==> src/rtl/mem_load_unit.sv <==
// Shared load sequencer: direct or one-level indirect RAM read, then one register write strobe.
// Build option: define LOAD_FLAGS_EN to add the registered o_flag_zero / o_flag_neg outputs.
module mem_load_unit #(
  parameter int DATA_WIDTH  = 8,
  parameter int ADDR_WIDTH  = 4,
  parameter int NUM_REGS    = 4,
  parameter int RAM_LATENCY = 1
) (
  input  logic                        i_clk,
  input  logic                        i_reset,
  input  logic                        i_start,
  input  logic                        i_indirect,
  input  logic [ADDR_WIDTH-1:0]       i_addr,
  input  logic [$clog2(NUM_REGS)-1:0] i_dest_sel,
  output logic                        o_busy,
  output logic                        o_done,
  output logic                        o_err,
  output logic                        o_mem_rd_en,
  output logic [ADDR_WIDTH-1:0]       o_mem_addr,
  input  logic [DATA_WIDTH-1:0]       i_mem_rdata,
`ifdef LOAD_FLAGS_EN
  output logic                        o_flag_zero,
  output logic                        o_flag_neg,
`endif
  output logic                        o_reg_we,
  output logic [$clog2(NUM_REGS)-1:0] o_reg_sel,
  output logic [DATA_WIDTH-1:0]       o_reg_wdata
);

  localparam int SW = $clog2(NUM_REGS);
  localparam int CW = (RAM_LATENCY > 1) ? $clog2(RAM_LATENCY) : 1;
  localparam logic [SW:0] NREGS = (SW+1)'(NUM_REGS);

  typedef enum logic [2:0] {S_IDLE, S_RD, S_WAIT, S_CAP, S_WRITE, S_FAIL} state_t;

  state_t                r_state;
  state_t                w_next;
  logic                  w_sel_ok;
  logic [ADDR_WIDTH-1:0] r_addr;
  logic [SW-1:0]         r_dest;
  logic [SW-1:0]         r_reg_sel;
  logic                  r_indirect;
  logic                  r_phase;
  logic [CW-1:0]         r_cnt;
  logic [DATA_WIDTH-1:0] r_data;

  assign w_sel_ok = ({1'b0, i_dest_sel} < NREGS);

  always_ff @(posedge i_clk) begin
    if (i_reset) r_state <= S_IDLE;
    else         r_state <= w_next;
  end

  always_comb begin
    w_next = r_state;
    case (r_state)
      S_IDLE:  if (i_start) w_next = w_sel_ok ? S_RD : S_FAIL;
      S_RD:    w_next = (RAM_LATENCY > 1) ? S_WAIT : S_CAP;
      S_WAIT:  if (r_cnt == CW'(1)) w_next = S_CAP;
      S_CAP:   w_next = (r_indirect && !r_phase) ? S_RD : S_WRITE;
      S_WRITE: w_next = S_IDLE;
      S_FAIL:  w_next = S_IDLE;
      default: w_next = S_IDLE;
    endcase
  end

  always_comb begin
    o_busy      = (r_state != S_IDLE);
    o_done      = (r_state == S_WRITE) || (r_state == S_FAIL);
    o_err       = (r_state == S_FAIL);
    o_mem_rd_en = (r_state == S_RD);
    o_reg_we    = (r_state == S_WRITE);
  end

  // r_addr only changes on entry to RD, so it doubles as the held RAM address.
  always_ff @(posedge i_clk) begin
    if (i_reset) begin
      r_addr     <= '0;
      r_dest     <= '0;
      r_reg_sel  <= '0;
      r_indirect <= 1'b0;
      r_phase    <= 1'b0;
      r_cnt      <= '0;
      r_data     <= '0;
    end else begin
      case (r_state)
        S_IDLE: begin
          if (i_start && w_sel_ok) begin
            r_addr     <= i_addr;
            r_dest     <= i_dest_sel;
            r_indirect <= i_indirect;
            r_phase    <= 1'b0;
          end
        end
        S_RD:   r_cnt <= CW'(RAM_LATENCY - 1);
        S_WAIT: r_cnt <= r_cnt - CW'(1);
        S_CAP: begin
          if (r_indirect && !r_phase) begin
            r_addr  <= i_mem_rdata[ADDR_WIDTH-1:0];
            r_phase <= 1'b1;
          end else begin
            r_data    <= i_mem_rdata;
            r_reg_sel <= r_dest;
          end
        end
        default: ;
      endcase
    end
  end

  assign o_mem_addr  = r_addr;
  assign o_reg_sel   = r_reg_sel;
  assign o_reg_wdata = r_data;

`ifdef LOAD_FLAGS_EN
  logic r_flag_zero;
  logic r_flag_neg;

  always_ff @(posedge i_clk) begin
    if (i_reset) begin
      r_flag_zero <= 1'b0;
      r_flag_neg  <= 1'b0;
    end else if (r_state == S_WRITE) begin
      r_flag_zero <= (r_data == '0);
      r_flag_neg  <= r_data[DATA_WIDTH-1];
    end
  end

  assign o_flag_zero = r_flag_zero;
  assign o_flag_neg  = r_flag_neg;
`endif

endmodule

==> config.mk <==
export PLATFORM = sky130hd
export DESIGN_NAME = mem_load_unit
export DESIGN_NICKNAME = d
export VERILOG_FILES = /design/src/rtl/mem_load_unit.sv
export SDC_FILE = /design/constraint.sdc
export NUM_CORES = 1
export LEC_CHECK = 0
export ABC_AREA = 1
export CORE_AREA = 2 2 65 67
export CTS_CLUSTER_DIAMETER = 50
export CTS_CLUSTER_SIZE = 25
export DETAILED_ROUTE_END_ITERATION = 10
export DIE_AREA = 0 0 67 69
export SYNTH_ARGS = -nofsm -noshare
export SYNTH_HDL_FRONTEND = slang
export SYNTH_SLANG_ARGS = --single-unit
==> constraint.sdc <==
create_clock -name i_clk -period 1.6 [get_ports i_clk]
set_clock_uncertainty 0.1 [all_clocks]
set_input_delay 0.32 -clock i_clk [delete_from_list [all_inputs] [get_ports i_clk]]
set_output_delay 0.32 -clock i_clk [all_outputs]
set_load 0.02 [all_outputs]
# Yosys cells after proc, flatten, opt, wreduce, memory -nomap -nowiden
# Index checks and enable logic that the tools add are counted.
# Widths: inputs -> output; s select.
[totals] output_inout_bits=19 inputBits=18 ff_bits=22 elab_cells=40
[classes] n_addsub=1 n_mux=11 bitwise_logic=1 reduce_logical=11 eq_ne=8
[op_table] operator="$pmux 3 s4" n=1
[op_table] operator="$mux 3" n=3
[op_table] operator="$mux 4" n=2
[op_table] operator="$pmux 4 s2" n=1
[op_table] operator="$eq 3x2->1 const B" n=2
[op_table] operator="$eq 3x3->1 const B" n=2
[op_table] operator="$ne 2x2->1 const B" n=3
[op_table] operator="$reduce_and 2->1" n=3
[op_table] operator="$pmux 1 s2" n=2
[op_table] operator="$reduce_bool 2->1" n=2
[op_table] operator="$eq 3x1->1 const B" n=1
[op_table] operator="$logic_not 3->1" n=1
[op_table] operator="$reduce_and 3->1" n=1
[op_table] operator="$reduce_bool 3->1" n=1
[op_table] operator="$mux 1" n=2
[op_table] operator="$logic_and 1x1->1" n=1
[op_table] operator="$logic_not 1->1" n=1
[op_table] operator="$logic_or 1x1->1" n=1
[op_table] operator="$not 1->1" n=1
[op_table] operator="$sub 1x1->1 const B" n=1

# Longest topological paths before layout
# Gate-level depths: netlist of run 1.
[logic_depth] ltp_word=4 ltp_mapped=8 mapped_depth_nobuf=8

# Worst setup path after synthesis of run 1
# No wires, ideal clock.
[synth_timing] path_kind="register to output" start="register r_state[2]" end="output port o_reg_we" stages_incl_launch_ff=3 setup_slack_ns=0.152 arrival_ns=1.028 required_time_ns=1.180 cell_sequence="dfxtp_1 inv_1 nor3_1"
[synth_via] elab_chain_cells=1
[synth_lines] element="start, declared" line="36" rtl="state_t r_state;"
[synth_lines] element="start signal, assigned" line="51" rtl="else r_state <= w_next;"
[synth_lines] element="$eq 3x3->1" line="72" rtl="o_reg_we = (r_state == S_WRITE);"
[synth_lines] element="end, declared" line="25" rtl="output logic o_reg_we,"
# Every way passes these cells.

# Worst setup path after layout of run 1
[layout_timing] start="register r_state[1]" end="output port o_mem_rd_en"
[layout_via] elab_chain_cells=1
[layout_lines] element="$eq 3x1->1" line="71" rtl="o_mem_rd_en = (r_state == S_RD);"
[layout_lines] element="end, declared" line="18" rtl="output logic o_mem_rd_en,"
# Every way passes these cells.

==> results of run 1 <==
metal layers:
metal,part of all wire,global-route usage,vias up
met5,0,0,-
li1,-,-,497
met4,0.0064,0.0204,0
met3,0.046,0.0261,4
met1,0.50,0.143,386
met2,0.45,0.150,19
cells in the mapped netlist (all sizes together):
master / number / area share
a21oi: 8 / 0.042
nor2: 28 / 0.13
inv: 13 / 0.054
buf: 2 / 0.020
dfxtp: 22 / 0.46
nand3b: 1 / 0.0079
nor3: 2 / 0.011
nand2: 42 / 0.18
clkinv: 1 / 0.0053
nand3: 2 / 0.016
clkbuf: 1 / 0.0039
o21ai: 10 / 0.065
worst max path at each step:
stage,end,from,cells after the start
after floorplan,o_reg_we,r_state[2]$_SDFFE_PP0P_,2
after global placement,o_reg_we,r_state[2]$_SDFFE_PP0P_,3
after detailed placement,o_mem_rd_en,r_state[2]$_SDFFE_PP0P_,4
after CTS,o_err,r_state[1]$_SDFFE_PP0P_,4
after global routing,o_reg_wdata[7]$_SDFFE_PP0P_,r_state[1]$_SDFFE_PP0P_,7
final,o_mem_rd_en,r_state[1]$_SDFFE_PP0P_,4
worst reg2reg max path: stages (launching register included):
cell      delay, ns
dfxtp_1        0.35
buf_4          0.15
nand2_2        0.12
nor2_8         0.06
o21ai_4        0.15
clkinv_2       0.25
nor2_1         0.14
nor2_1         0.05
report_power, final:
part	leakage (nW)	internal, mW	switching (mW)
Sequential	0.180	0.612	0.0386
Clock	0.0357	0.334	0.180
Combinational	0.477	0.193	0.258
Total	0.693	1.14	0.477
area by class of cell:
| class | count | area [um2] |
|---|---|---|
| clock inverters | 1 | 30.0 |
| repair buffers | 44 | 384 |
| inverters | 14 | 56.3 |
| fillers | 452 | 2470 |
| clock buffers | 3 | 41.3 |
| flip-flops and latches | 22 | 442 |
| multi-input cells | 93 | 430 |
| well taps | 50 | 62.6 |
logic make-up (layout without fill, tap and decap cells):
kind of cell    Yosys count  in the layout
compound gates           18             18
simple gates             75             75
flops                    22             22
buf+inv                  17             62
registers in the layout (all words and copies together), names as in the netlist:
| register | count |
|---|---|
| o_reg_wdata | 8 |
| o_mem_addr | 4 |
| r_state | 3 |
| o_reg_sel | 2 |
| r_dest | 2 |
| r_cnt | 1 |
| r_indirect | 1 |
| r_phase | 1 |
what timing repair did:
action / in CTS / in global routing
gates resized for setup: 27 / 8
endpoints found under the setup margin: 19 / 5
pin swaps: 0 / 0
hold endpoints to repair: 0 / 0
hold buffers: 0 / 0
per-stage QoR:
| step | total power [mW] | setup WS, ns | TNS [ns] | cell area [um2] |
|---|---|---|---|---|
| 2_1_floorplan | 0.939 | 0.152 | 0 | 950 |
| 3_3_place_gp | 1.15 | 0.00251 | 0 | 1410 |
| 4_1_cts | 1.65 | 0.0131 | 0 | 1470 |
| 6_report | 1.62 | 0.0667 | 0 | 1450 |
| 5_1_grt | 1.73 | 0.00555 | 0 | 1450 |
| 3_5_place_dp | 1.16 | -0.0159 | -0.0302 | 1410 |
==> results_dict.tcl, run 1 <==
set metrics [dict create \
    drtIter0Drc 35 \
    synth_compound_area_frac 0.107 \
    crit_chain "inv_2, nand3_1, inv_1, clkdlybuf4s15_2" \
    rr_worst_depth 7 \
    rows 23 \
    synth_nets 150 \
    ys_seq_area_frac 0.464 \
    overflow 0 \
    drv_cap 0 \
    postCtsSetupBuffers 0 \
    grt_pass1_wl_um 3660 \
    grt_max_degree 14 \
    rsz0062_at_grt "false" \
    worst_slew_pin_slew_ns 0.375 \
    end_kind "output port" \
    max_slew_margin 0.749 \
    initial_core_util 0.243 \
    drc 0 \
    critPathKind "reg2out" \
    cp-start-kind "flop" \
    routed_via_density 3.99 \
    wl_per_cell_um 9.63 \
    dr.pass1.iters 3 \
    status "complete, no violations" \
    syn_area_um2 950 \
    reg2reg_to "o_reg_wdata[4]$_SDFFE_PP0P_" \
    cts_root_buffer "clkbuf_8" \
    die_w_um 67 \
    r2r_start "r_state[1]$_SDFFE_PP0P_" \
    grt_antenna_before_repair 0 \
    num_antenna_cells 0 \
    clk_pin_slew_worst_paths_ns 0.08 \
    drv_slew 0 \
    htree_levels 1 \
    ant_nets 0 \
    cpPeakStageDelay_ns 0.40 \
    synth_top_family_by_area "simple AND/OR/NAND/NOR gates" \
    path_delay_family "flip-flops" \
    grt_pass1_vias 810 \
    ir_drop_mv 0.368 \
    min_period_over_period 0.958 \
    r2r_slack_ns 0.13 \
    required_ns 1.18 \
    core_area_um2 3910 \
    hold_depth 2 \
    syn_inst 132 \
    critical_path.slowest_cell "dfxtp_1" \
    dieHeight_um 69 \
    cts_made_buffers 3 \
    port_buffers 36 \
    holdWs_ns 0.363 \
    area_growth_pct 52.3 \
    hold_path_class "reg2reg" \
    via_count 906 \
    whs_endpoint "r_cnt$_SDFFE_PP0P_" \
    layout.cells.most_common "nand2_1" \
    grt.total_usage 0.0998 \
    yosysUniqueCellTypes 21 \
    globalplace.congestion 0.710 \
    final_cell_mix "nand2_1 (39), nor2_1 (25), dfxtp_1 (21), clkdlybuf4s50_1 (17), dlygate4sd2_1 (14)" \
    hold_viol 0 \
    post-route-min-period_ns 1.53 \
    arrival_ns 1.11 \
    io_pins 37 \
    leakage_nw 0.693 \
    nNetsFinal 196 \
    syn_area_per_cell_um2 7.19 \
    synthSimpleGateAreaFrac 0.347 \
    synth.ff_latch_count 22 \
    synth-xor-area-share 0 \
    min_from "r_cnt$_SDFFE_PP0P_" \
    yosys_warnings 0 \
    clockBufferDepth 2 \
    synthMuxAreaShare 0 \
    drive_above_1_share 0.169 \
    placed_cells 223 \
    utilization 0.370 \
    synthAdderAreaFrac 0 \
    cts_sinks 22 \
    max_freq_mhz 652 \
    stdcell_count 227 \
    drt_wl_total_um 2190 \
    insertion_delay_ns 0.26 \
    power_density_nw_per_um2 1120 \
    cts_tree "done" \
    die-area_um2 4620 \
    dp_hpwl_um 1700 \
    setup_viol 0 \
    cp_max_fo 4 \
    worstPathBufferInverterCount 3 \
]
No activity file was read; power rests on OpenSTA's default activity.
==> inputs of run 2 (changes only) <==
--- a/config.mk
+++ b/config.mk
@@ -14,3 +14,4 @@
 export SYNTH_ARGS = -nofsm -noshare
 export SYNTH_HDL_FRONTEND = slang
 export SYNTH_SLANG_ARGS = --single-unit
+export TNS_END_PERCENT = 5
==> results_dict.tcl, run 2 (synthesized netlist as in run 1, its figures left out) <==
set metrics [dict create \
    status "complete, no violations" \
    die-area_um2 4620 \
    cts_root_buffer "clkbuf_8" \
    arrival_ns 1.11 \
    worst_slew_pin_slew_ns 0.375 \
    hold_viol 0 \
    hold_depth 2 \
    rows 23 \
    dp_hpwl_um 1700 \
    pwr-share-comb 0.279 \
    drt_wl_total_um 2190 \
    critPathKind "reg2out" \
    p_sw_mw 0.477 \
    fin_setup_tns_ns 0 \
    post-route-min-period_ns 1.53 \
    clock_power_share 0.318 \
    power_density_nw_per_um2 1120 \
    cts_made_buffers 3 \
    rsz0062_at_grt "false" \
    drv_slew 0 \
    place_area_um2 1410 \
    min_period_over_period 0.958 \
    globalplace.congestion 0.710 \
    largest_reg_flops 8 \
    port_buffers 36 \
    ir_drop_mv 0.368 \
    intPower_mw 1.14 \
    cts_tree "done" \
    hold_path_class "reg2reg" \
    required_ns 1.18 \
    nNetsFinal 196 \
    setup_viol 0 \
    initial_core_util 0.243 \
    clk_pin_slew_worst_paths_ns 0.08 \
    cp_max_fo 4 \
    insertion_delay_ns 0.26 \
    end_kind "output port" \
    dieHeight_um 69 \
    grt.total_usage 0.0995 \
    dr.pass1.iters 3 \
    num_antenna_cells 0 \
    power_frac_seq 0.403 \
    drtIter0Drc 35 \
    grt_antenna_before_repair 0 \
    min_from "r_cnt$_SDFFE_PP0P_" \
    clockBufferDepth 2 \
    rr_worst_depth 7 \
    cts_sinks 22 \
    layout.cells.most_common "nand2_1" \
    area_growth_pct 52.3 \
    p_total_mw 1.62 \
    final_cell_mix "nand2_1 (39), nor2_1 (25), dfxtp_1 (21), clkdlybuf4s50_1 (17), dlygate4sd2_1 (14)" \
    grt_pass1_wl_um 3650 \
    core_area_um2 3910 \
    r2r_start "r_state[1]$_SDFFE_PP0P_" \
    wl_per_cell_um 9.63 \
    max_slew_margin 0.749 \
    cp-startpoint "r_state[1]$_SDFFE_PP0P_" \
    drc 0 \
    ant_nets 0 \
    drive_above_1_share 0.169 \
    io_pins 37 \
    grt_pass1_vias 810 \
    leakage_nw 0.693 \
    cp-start-kind "flop" \
    max_freq_mhz 652 \
    postCtsSetupBuffers 0 \
    stdcell_area_um2 1450 \
    via_count 906 \
    drv_cap 0 \
    cts_hold_buf 0 \
    die_w_um 67 \
    switching_share 0.295 \
    final.fill_count 452 \
    grt_max_degree 14 \
    holdWs_ns 0.363 \
    routed_via_density 3.99 \
    overflow 0 \
    htree_levels 1 \
]
==> run 2: power by group through the flow <==
stage	Clock (mW)	Sequential, mW	Combinational (mW)
floorplan	0	0.708	0.231
global placement	0	0.662	0.489
detailed placement	0	0.665	0.491
CTS	0.536	0.650	0.462
global route	0.564	0.662	0.506
finish	0.514	0.651	0.451
==> run 2: final cells by class <==
type | instances | area [um2] | share of cell area
Tap cell | 50 | 62.6 | 0.0433
Sequential cell | 22 | 442 | 0.305
Timing Repair Buffer | 44 | 384 | 0.266
Multi-Input combinational cell | 93 | 430 | 0.298
Clock inverter | 1 | 30.0 | 0.0208
Inverter | 14 | 56.3 | 0.0389
Clock buffer | 3 | 41.3 | 0.0285
==> run 2: worst paths after layout <==
check / to / slack (ns)
max: o_mem_rd_en / 0.07
min: r_cnt$_SDFFE_PP0P_ / 0.36
max reg2reg: o_reg_wdata[4]$_SDFFE_PP0P_ / 0.13
min reg2reg: r_cnt$_SDFFE_PP0P_ / 0.36
==> run 2: routing by layer <==
metal | GRT usage | wire length [um]
met1 | 0.143 | 1080
met2 | 0.149 | 986
met3 | 0.0261 | 100
met4 | 0.0204 | 14
met5 | 0 | 0
==> run 2: critical path, stage by stage, from the launching register on <==
cell and delay [ns]:
dfxtp_1 0.40, inv_2 0.07, nand3_1 0.10, inv_1 0.04
clkdlybuf4s15_2 0.24
==> run 2: per-stage QoR <==
step / setup WS, ns / std cells / util
after floorplan: 0.152 / 132 / -
after global placement: 0.00251 / 223 / 0.360
after detailed placement: -0.0159 / 223 / 0.360
after CTS: -0.0159 / 227 / 0.374
after global routing: 0.00555 / 227 / 0.370
final: 0.0667 / 227 / 0.370
==> run 2: repair_timing <==
action / CTS / global route
pin swaps: 0 / 0
endpoints found under the setup margin: 19 / 5
gates cloned: 0 / 0
resized for setup: 26 / 8
